[config.mk]
export PLATFORM = sky130hd
export DESIGN_NAME = addsub_seq
export DESIGN_NICKNAME = d
export VERILOG_FILES = /design/src/rtl/addsub_pkg.sv /design/src/rtl/addsub_seq_fa_chunk.sv /design/src/rtl/addsub_seq.sv
export SDC_FILE = /design/constraint.sdc
export NUM_CORES = 1
export LEC_CHECK = 0
export ABC_AREA = 1
export CAP_MARGIN = 10
export CELL_PAD_IN_SITES_DETAIL_PLACEMENT = 1
export CELL_PAD_IN_SITES_GLOBAL_PLACEMENT = 1
export CORE_MARGIN = 2
export CORE_UTILIZATION = 33
export CTS_CLUSTER_DIAMETER = 80
export DETAILED_ROUTE_END_ITERATION = 8
export PLACE_DENSITY = 0.75
export SYNTH_ARGS = -nofsm -noshare
export SYNTH_HDL_FRONTEND = slang
export SYNTH_HIERARCHICAL = 1
export SYNTH_SLANG_ARGS = --single-unit
[constraint.sdc]
create_clock -name clk -period 4.4 [get_ports clk]
set_input_delay 0.66 -clock clk [delete_from_list [all_inputs] [get_ports clk]]
set_output_delay 0.66 -clock clk [all_outputs]
set_load 0.01 [all_outputs]
[src/rtl/addsub_pkg.sv]
// -----------------------------------------------------------------------------
// addsub_pkg
// Shared types and constants for the chunked multi-cycle adder/subtractor.
//   state_e : controller states (IDLE, RUN, DONE)
//   OP_ADD  : sub input value selecting a + b
//   OP_SUB  : sub input value selecting a - b (a + ~b + 1)
// -----------------------------------------------------------------------------
package addsub_pkg;

    typedef enum logic [1:0] {
        IDLE = 2'd0,
        RUN  = 2'd1,
        DONE = 2'd2
    } state_e;

    localparam logic OP_ADD = 1'b0;
    localparam logic OP_SUB = 1'b1;

endpackage

[src/rtl/addsub_seq_fa_chunk.sv]
// -----------------------------------------------------------------------------
// fa_chunk
// Combinational ripple of CHUNK full adders used once per cycle by addsub_seq.
// Ports:
//   a_i, b_i  : CHUNK-bit operand slices (bit 0 = least significant)
//   cin_i     : carry into bit 0
//   sum_o     : CHUNK-bit sum slice
//   cout_o    : carry out of the slice MSB
//   cmsb_o    : carry into the slice MSB (used for signed overflow)
// -----------------------------------------------------------------------------
module fa_chunk #(
    parameter int CHUNK = 8
) (
    input  logic [CHUNK-1:0] a_i,
    input  logic [CHUNK-1:0] b_i,
    input  logic             cin_i,
    output logic [CHUNK-1:0] sum_o,
    output logic             cout_o,
    output logic             cmsb_o
);

    // c[i] is the carry into bit i; c[CHUNK] leaves the slice
    logic [CHUNK:0] c;

    always_comb begin
        c     = '0;
        sum_o = '0;
        c[0]  = cin_i;
        for (int i = 0; i < CHUNK; i++) begin
            sum_o[i] = a_i[i] ^ b_i[i] ^ c[i];
            c[i+1]   = (a_i[i] & b_i[i]) | (c[i] & (a_i[i] ^ b_i[i]));
        end
    end

    assign cout_o = c[CHUNK];
    assign cmsb_o = c[CHUNK-1];

endmodule

[src/rtl/addsub_seq.sv]
// -----------------------------------------------------------------------------
// addsub_seq
// Multi-cycle adder/subtractor: CHUNK bits per cycle, least significant chunk
// first, with a registered carry between chunks and valid/ready on both sides.
//
//   state | meaning
//   ------+-------------------------------------------------------------
//   IDLE  | in_ready=1, waiting for in_valid; operands latched on accept
//   RUN   | one chunk summed per cycle, NUM_CHUNKS cycles
//   DONE  | out_valid=1, result and flags held until out_ready
//
// Ports:
//   clk, rst            : clock, synchronous active-high reset
//   in_valid/in_ready   : operand handshake (in_ready only in IDLE)
//   a, b, sub           : operands (index 0 = MSB), 0 add / 1 subtract
//   out_valid/out_ready : result handshake (out_valid only in DONE)
//   sum                 : result modulo 2^WIDTH (index 0 = MSB)
//   cout, ovf, zero     : carry out of MSB, signed overflow, sum == 0
// -----------------------------------------------------------------------------
module addsub_seq
    import addsub_pkg::*;
#(
    parameter int WIDTH = 32,
    parameter int CHUNK = 8
) (
    input  logic             clk,
    input  logic             rst,
    input  logic             in_valid,
    output logic             in_ready,
    input  logic [0:WIDTH-1] a,
    input  logic [0:WIDTH-1] b,
    input  logic             sub,
    output logic             out_valid,
    input  logic             out_ready,
    output logic [0:WIDTH-1] sum,
    output logic             cout,
    output logic             ovf,
    output logic             zero
);

    localparam int NUM_CHUNKS = WIDTH / CHUNK;
    localparam int CW         = $clog2(NUM_CHUNKS + 1);
    localparam logic [CW-1:0]    LAST_CNT = CW'(NUM_CHUNKS - 1);
    localparam logic [WIDTH-1:0] CMASK    = WIDTH'({CHUNK{1'b1}});

    if (CHUNK < 1 || CHUNK > WIDTH || (WIDTH % CHUNK) != 0) begin : g_bad_chunk
        $error("addsub_seq: CHUNK (%0d) must divide WIDTH (%0d)", CHUNK, WIDTH);
    end

    state_e           state_q, state_d;
    logic [CW-1:0]    cnt_q, cnt_d;
    logic [WIDTH-1:0] a_q, a_d;
    logic [WIDTH-1:0] b_q, b_d;
    logic [WIDTH-1:0] res_q, res_d;
    logic             carry_q, carry_d;
    logic             cout_q, cout_d;
    logic             ovf_q, ovf_d;
    logic             zero_q, zero_d;

    // Ports are declared MSB-at-index-0; internally everything is [WIDTH-1:0]
    // so that bit i has weight 2^i. Whole-vector assignment preserves value.
    logic [WIDTH-1:0] a_n, b_n;
    assign a_n = a;
    assign b_n = b;

    int unsigned      base;
    logic [WIDTH-1:0] a_sh, b_sh;
    logic [CHUNK-1:0] fa_sum;
    logic             fa_cout, fa_cmsb;

    always_comb begin
        base = int'(cnt_q) * CHUNK;
        a_sh = a_q >> base;
        b_sh = b_q >> base;
    end

    fa_chunk #(.CHUNK(CHUNK)) u_fa (
        .a_i    (a_sh[CHUNK-1:0]),
        .b_i    (b_sh[CHUNK-1:0]),
        .cin_i  (carry_q),
        .sum_o  (fa_sum),
        .cout_o (fa_cout),
        .cmsb_o (fa_cmsb)
    );

    always_comb begin
        state_d = state_q;
        cnt_d   = cnt_q;
        a_d     = a_q;
        b_d     = b_q;
        res_d   = res_q;
        carry_d = carry_q;
        cout_d  = cout_q;
        ovf_d   = ovf_q;
        zero_d  = zero_q;

        unique case (state_q)
            IDLE: begin
                if (in_valid && in_ready) begin
                    // Subtraction is folded into the operand: a + ~b + 1
                    a_d     = a_n;
                    b_d     = b_n ^ {WIDTH{sub == OP_SUB}};
                    carry_d = (sub == OP_SUB);
                    cnt_d   = '0;
                    state_d = RUN;
                end
            end
            RUN: begin
                res_d   = (res_q & ~(CMASK << base)) | (WIDTH'(fa_sum) << base);
                carry_d = fa_cout;
                cnt_d   = cnt_q + CW'(1);
                if (cnt_q == LAST_CNT) begin
                    // Final chunk holds the MSB, so its carries give the flags
                    cnt_d   = '0;
                    cout_d  = fa_cout;
                    ovf_d   = fa_cout ^ fa_cmsb;
                    zero_d  = (res_d == '0);
                    state_d = DONE;
                end
            end
            DONE: begin
                if (out_ready) begin
                    state_d = IDLE;
                end
            end
            default: begin
                state_d = IDLE;
            end
        endcase
    end

    always_ff @(posedge clk) begin
        if (rst) begin
            state_q <= IDLE;
            cnt_q   <= '0;
            a_q     <= '0;
            b_q     <= '0;
            res_q   <= '0;
            carry_q <= 1'b0;
            cout_q  <= 1'b0;
            ovf_q   <= 1'b0;
            zero_q  <= 1'b0;
        end else begin
            state_q <= state_d;
            cnt_q   <= cnt_d;
            a_q     <= a_d;
            b_q     <= b_d;
            res_q   <= res_d;
            carry_q <= carry_d;
            cout_q  <= cout_d;
            ovf_q   <= ovf_d;
            zero_q  <= zero_d;
        end
    end

    assign in_ready  = (state_q == IDLE);
    assign out_valid = (state_q == DONE);
    assign sum       = res_q;
    assign cout      = cout_q;
    assign ovf       = ovf_q;
    assign zero      = zero_q;

endmodule
==> results.md, run 1 <==
- Measured slew at the worst slew-check pin: 1.02 ns
- Syn avg cell area: a little under 7 um^2
- Final worst slack: -0.0110 ns
- Slowest CP cell: fa_1
- VDD IR max: approximately 0.21 mV
- GRT Util Overall: 19.7%
- Crit path top cell by count: fa_2
- Die Ht: approximately 130 um
- Die width: about 130 um
- Crit path buf inv count: 6
- Clk slew on worst S/H paths: around 0.070 ns
- Final count of negative-setup-slack endpoints: 1
- Clock power share: ~30%
- Fin Setup TNS: -0.0110 ns
- Wire length per cell: about 15 um
- Min-delay worst type: reg2reg
- Core Area: roughly 16000 um^2
- Period minus WS final: 4.41 ns
- Psw: about 860 uW
- First-pass GRT wire length: around 27000 um
- CTS max path bufs: 2
- Leakage: approximately 0.0031 uW
- DR pass1 iterations: 4
- Largest family of logic cells by synthesized area: simple AND/OR/NAND/NOR gates
- DRT antenna net count: 0
- Congestion Overflow GR: 0
- Maxcap violations: 0
- Sequential power share: between 40% and 50%
- Main synth FF type: dfxtp_1
- Seq cells post-synth: between 100 and 150
- Yosys warnings: 6
- Yosys top cell area share: 39.2%
- Largest net degree at the start of global routing: about 70
- Gpl congestion: about 0.84
- Vias in the first global route: ~5300
- Post-DP Area: around 6700 um^2
- WHS: 0.456 ns
- Residual DRC: 0
- Clock sink total: about 110
- Post-DP HPWL: 12100 um
- R2r worst-path depth: 26
- Filler cell count: approximately 2100
- Synth area leaders: dfxtp_1, nor2_1, o21ai_0
- Sw Ratio: 33.1%
- Iter 0 DRT Violations: ~260
- PortBufs: around 110
- Internal: roughly 1700 uW
- H-tree levels: 3
- Syn Std Cell Area: 5360 um^2
- Critical path class: reg2reg
- Distinct cells, synth: 29
- Worst setup SP type: flip-flop
- Synth Area in Adders: 3.92%
- Violations in the final reports: setup timing
- Synthesized Nets: just under 900
- Reg-to-reg slack, setup: -0.01 ns
- Mux contribution to synthesized area: 0%
- Finished Cell Area: roughly 7000 um^2
- Combinational cell fraction of total power: between 20 and 30%
- Max FO, Critical Path: 9
- Async set-reset flop share out of synthesis: 0%
- Post-synth EDFFs: 0
- CTS root buf: clkbuf_16
- Slew Limit Fails: 0
- Final Cycle Share: 100%
- CTS tree: yes
- Final hold vios: 0
- WP depth: 26
- Clk_lat worst skew: 0.37 ns
- Diodes inserted: 0
- R2r endpoint: zero$_SDFFE_PP0P_
- Initial Utilization: 33.7%
- Cts bufs inserted: 9
- Largest stage delay, worst path: roughly 0.46 ns
- PD cells: 369 nW/um^2
- Row count: 46
- Post-synth top cells: nor2_1, o21ai_0, nand2_1, dfxtp_1, inv_1
- Synth Area in Simple Gates: 22.9%
- Top Family by Delay on Critical Path: adder cells
- Initial antenna violation count: 0
- Register area share after synthesis: between 30 and 40%
- Critical Path Start: cnt_q[0]$_SDFFE_PP0P_
- Synth area leader: dfxtp_1
- R2R Path Start: cnt_q[0]$_SDFFE_PP0P_
- Overall Power: around 2600 uW
- Clock skew: 0.00865 ns
- Critical Path AT: 4.71 ns
- Synth-to-Final Area Change: 30.6%
- WP data required: 4.70 ns
- Status: complete, but fails checks
- Slew margin rel.: around a third
- Total wire length: ~17000 um
- Post-synthesis compound-gate area fraction: 18.7%
- Crit path capture type: flip-flop
- Layout cell share with drive strength beyond 1: 8.35%
- Final Net Count: a little under 1000
- DR vias/cell: about 4.7
- Count leader, synth: nor2_1
- RSZ-0062 raised after global routing: yes
- # IOs: ~110
- Mapped Cells: 786
- Via count: 5181
- Fmax achieved: approximately 0.23 GHz
- DIE AREA: 17300 um^2
- CP endpoint: zero$_SDFFE_PP0P_
- Post-synthesis xor/xnor area fraction: 5.39%
[worst reg2reg max path, stage by stage (launching register included)]
cell and delay [ns]:
dfxtp_4 0.40, clkinv_8 0.08, o21ai_2 0.12, a21oi_2 0.08, fa_2 0.39, inv_2 0.06, fa_2 0.17, inv_1 0.05
fa_2 0.33, fa_2 0.34, fa_2 0.36, fa_2 0.37, inv_2 0.06, fa_1 0.17, inv_1 0.07, fa_1 0.46
inv_1 0.08, nor2_2 0.04, nand2_1 0.07, nand2_1 0.06, nor2_1 0.11, nand2_1 0.05, nor2_1 0.09, nand2_1 0.07
nor2_1 0.12, nor2_1 0.05, nor2_1 0.07
[area by class of cell]
cell class | instances | area (um^2) | share of cell area (%)
clock buffers | 12 | 246 | 3.52
clock inverters | 4 | 27.5 | 0.393
multi-input cells | 551 | 2780 | 39.7
repair buffers | 132 | 1240 | 17.8
flip-flops and latches | 105 | 2110 | 30.2
well taps | 216 | 270 | 3.86
inverters | 82 | 325 | 4.65
[power by group through the flow]
stage / sequential (uW) / clock, uW / combinational (uW)
6_report: 1080 / 774 / 731
5_1_grt: 1090 / 828 / 832
4_1_cts: 1080 / 794 / 737
3_5_place_dp: 1100 / 0 / 722
3_3_place_gp: 1100 / 0 / 710
2_1_floorplan: 1100 / 0 / 438
[registers in the layout, indices dropped and copies added, names as in the netlist]
signal	cells
ovf	1
a_q	32
b_q	32
zero	1
cout	1
state_q	2
sum	32
cnt_q	3
carry_q	1
[timing repair]
action / CTS / global route
buffers inserted: 2 / 1
cloned: 0 / 0
pin swaps: 5 / 5
endpoints found under the setup margin: 1 / 1
resized for setup: 16 / 4
hold buffers: 0 / 0
[kinds of logic (layout without fill, tap and decap cells)]
| family | count (synthesis) | after routing |
|---|---|---|
| AOI/OAI and AO/OA | 189 | 189 |
| xor gates and xnor gates | 33 | 33 |
| adders and majority gates | 12 | 12 |
| buffers and inverters | 130 | 230 |
| DFF | 105 | 105 |
| and+or+nand+nor | 317 | 317 |
[through the flow]
stage	worst slack (ns)	utilization, %	cells
after floorplan	0.00328	-	786
after detailed placement	-0.159	41.9	1084
final	-0.0110	44.1	1102
after CTS	-0.0257	44.0	1102
after global placement	-0.0321	41.9	1084
after global routing	-0.284	44.1	1102
[layout by cell type (no fill, tap or decap), types with 5 or more instances in the layout]
cell | synthesis | layout
clkbuf_16 | 0 | 9
clkdlybuf4s50_1 | 0 | 103
a211oi_1 | 17 | 17
o21ai_0 | 112 | 108
a21oi_1 | 50 | 49
dfxtp_1 | 105 | 102
inv_1 | 78 | 76
xor2_1 | 16 | 16
buf_4 | 1 | 27
nand2_1 | 106 | 106
o22ai_1 | 5 | 5
fa_2 | 0 | 6
nor2_1 | 198 | 195
xnor2_1 | 17 | 17
[worst min-delay path by stage]
stage | start | depth (start not counted) | endpoint
finish | b_q[17]$_SDFFE_PP0P_ | 2 | b_q[17]$_SDFFE_PP0P_
global placement | b_q[12]$_SDFFE_PP0P_ | 2 | b_q[12]$_SDFFE_PP0P_
global route | b_q[17]$_SDFFE_PP0P_ | 2 | b_q[17]$_SDFFE_PP0P_
floorplan | b_q[0]$_SDFFE_PP0P_ | 2 | b_q[0]$_SDFFE_PP0P_
CTS | b_q[0]$_SDFFE_PP0P_ | 2 | b_q[0]$_SDFFE_PP0P_
detailed placement | b_q[17]$_SDFFE_PP0P_ | 2 | b_q[17]$_SDFFE_PP0P_
[routing by layer]
metal	track usage (%)	part of all wire, %
met1	25.2	48
met2	33.5	48
met3	4.21	2.9
met4	5.62	1.5
met5	0	0
(Power assumes the default switching activity.)
==> run 2: changes to the inputs <==
Settings changed: CORE_ASPECT_RATIO set to 1.2, CORE_MARGIN 2 to 5.
==> run 2 against run 1 <==
Effect of this change:
- the flow now finishes without violations
- register-to-register slack improved by 0.04 ns
- clock skew decreased by 0.0021 ns
- power increased by 3.9%
- largest power group unchanged
- global-route usage is 1.6 points lower
- non-clock buffer count decreased by 3
- cell area is 0.13% higher
- maximum frequency grew 0.89%
- die area is 9.4% higher
- combinational power is 0.7% higher
- sequential cell count stayed put
==> results.md, run 2 (synthesis results as in run 1) <==
- Synth-to-Final Area Change: 30.8%
- Initial Utilization: ~33%
- Reg-to-reg slack, setup: between 0.02 and 0.03 ns
- DR vias/cell: about 4.8
- Cts bufs inserted: 9
- Congestion Overflow GR: 0
- Crit path top cell by count: fa_2
- WL met1: between 7000 and 8000 um
- DR pass1 iterations: 4
- Worst setup SP type: flip-flop
- WP data required: 4.63 ns
- Layout cell share with drive strength beyond 1: under 10%
- R2R Path Start: cnt_q[0]$_SDFFE_PP0P_
- First-pass GRT wire length: 27200 um
- Initial antenna violation count: 0
- CTS tree: yes
- Overall Power: ~2700 uW
- PD cells: roughly 380 nW/um^2
- Top Family by Delay on Critical Path: adder cells
- Clock skew: 0.00651 ns
- Routed wl met2: ~8800 um
- Final hold vios: 0
- Crit path capture type: flip-flop
- Via count: 5240
- Row count: approximately 50
- Gpl congestion: 0.862
- Largest net degree at the start of global routing: 69
- Slowest CP cell: fa_1
- R2r endpoint: zero$_SDFFE_PP0P_
- PortBufs: between 100 and 150
- Commonest non-fill, non-tap cell in the layout: nor2_1
- Most frequent cells in the layout: nor2_1, o21ai_0, nand2_1, dfxtp_1, clkdlybuf4s50_1
- WHS: 0.462 ns
- Final Net Count: approximately 960
- Slew margin rel.: between 30% and 40%
- Critical Path Start: cnt_q[0]$_SDFFE_PP0P_
- RSZ-0062 raised after global routing: yes
- Clk_lat worst skew: ~0.36 ns
- Fmax achieved: 0.229 GHz
- Maxcap violations: 0
- Hold Crit Depth: 2
- Crit path buf inv count: 6
- Die width: between 100 and 150 um
- Critical path class: reg2reg
- Hold_buf cts: 0
- Final count of negative-setup-slack endpoints: 0
- Min-Delay Endpoint: b_q[10]$_SDFFE_PP0P_
- Min-delay worst type: reg2reg
- CTS max path bufs: 2
- Min-delay src: b_q[10]$_SDFFE_PP0P_
- Met3 routed WL: roughly 500 um
- Post-DP HPWL: 12800 um
- Post-layout util: 43.6%
- Iter 0 DRT Violations: 240
- Status: complete, no violations
- Clk slew on worst S/H paths: roughly 0.070 ns
- Core Area: 16100 um^2
- R2r worst-path depth: 26
- Slew Limit Fails: 0
- H-tree levels: 3
- Final Cycle Share: roughly 99%
- Period minus WS final: approximately 4.4 ns
- DRT antenna net count: 0
- Diodes inserted: 0
- Critical Path AT: about 4.6 ns
- Finished Cell Area: 7010 um^2
- Residual DRC: 0
- Post-DP Area: ~6600 um^2
- Largest stage delay, worst path: about 0.50 ns
- Measured slew at the worst slew-check pin: 0.974 ns
- # IOs: 106
- Total wire length: 17100 um
- Wire length per cell: ~16 um
- DIE AREA: approximately 19000 um^2
- Vias in the first global route: approximately 5300
- Max Used Layer: met4
- Max FO, Critical Path: 10
- Leakage: between 0.003 and 0.004 uW
- Die Ht: 150 um
- Clock sink total: 105
- GRT Util Overall: 18.1%
- VDD IR max: roughly 0.21 mV
- CTS root buf: clkbuf_16
-- run 2: changes by cell type in the layout (fill, tap and decap cells not counted), sizes merged --
cell	before	now
buf	29	26
bufinv	0	2
clkbuf	12	11
clkinv	4	2
clkinvlp	0	2
inv	82	81
-- run 2: worst register-to-register path, cell delays in order, from the launching register on --
cell and delay [ns]:
dfxtp_4 0.40, clkinv_8 0.09, o21ai_4 0.13, a21oi_2 0.09, fa_2 0.38, inv_1 0.07, fa_1 0.15, inv_1 0.05
fa_2 0.34, fa_2 0.34, fa_2 0.35, fa_2 0.35, inv_2 0.06, fa_1 0.15, inv_1 0.06, fa_1 0.50
inv_1 0.05, nor2_2 0.11, nand2_1 0.06, nand2_1 0.07, nor2_1 0.05, nand2_1 0.07, nor2_2 0.04, nand2_1 0.08
nor2_1 0.04, nor2_1 0.08, nor2_1 0.05
-- run 2: worst max path at each step --
stage	depth (start not counted)	slack, ns	end
2_1_floorplan	28	0.003	zero$_SDFFE_PP0P_
3_3_place_gp	28	-0.03	zero$_SDFFE_PP0P_
3_5_place_dp	28	-0.19	zero$_SDFFE_PP0P_
4_1_cts	27	0.002	zero$_SDFFE_PP0P_
5_1_grt	26	-0.23	zero$_SDFFE_PP0P_
6_report	26	0.03	zero$_SDFFE_PP0P_
-- run 2: routing by layer --
metal | global-route usage [%] | vias up
li1 | - | 2659
met1 | 21.5 | 2475
met2 | 33.1 | 84
met3 | 3.03 | 22
met4 | 6.12 | 0
met5 | 0 | -
-- run 2: layout make-up --
type / instances / area (um^2)
clock buffers: 11 / 233
multi-input cells: 551 / 2780
fillers: 2072 / 9070
flip-flops and latches: 105 / 2110
inverters: 82 / 325
clock inverters: 5 / 80.1
well taps: 212 / 265
repair buffers: 129 / 1220
-- run 2: metrics by stage --
step / setup TNS, ns / std cells / setup slack [ns]
after floorplan: 0 / 786 / 0.00328
after global placement: -0.0256 / 1078 / -0.0256
after global routing: -0.230 / 1095 / -0.230
after CTS: 0 / 1095 / 0.00180
final: 0 / 1095 / 0.0279
after detailed placement: -0.192 / 1078 / -0.192
-- run 2: what timing repair did --
item,in CTS,in global routing
resized for setup,13,4
buffers inserted,1,0
gates cloned,0,0
pin swaps,2,4
setup endpoints to repair,1,1
-- run 2: where the power goes --
| group | switching [uW] | total, uW | internal [uW] |
|---|---|---|---|
| logic | 436 | 736 | 300 |
| clock network | 369 | 868 | 499 |
| registers | 52.1 | 1080 | 1030 |
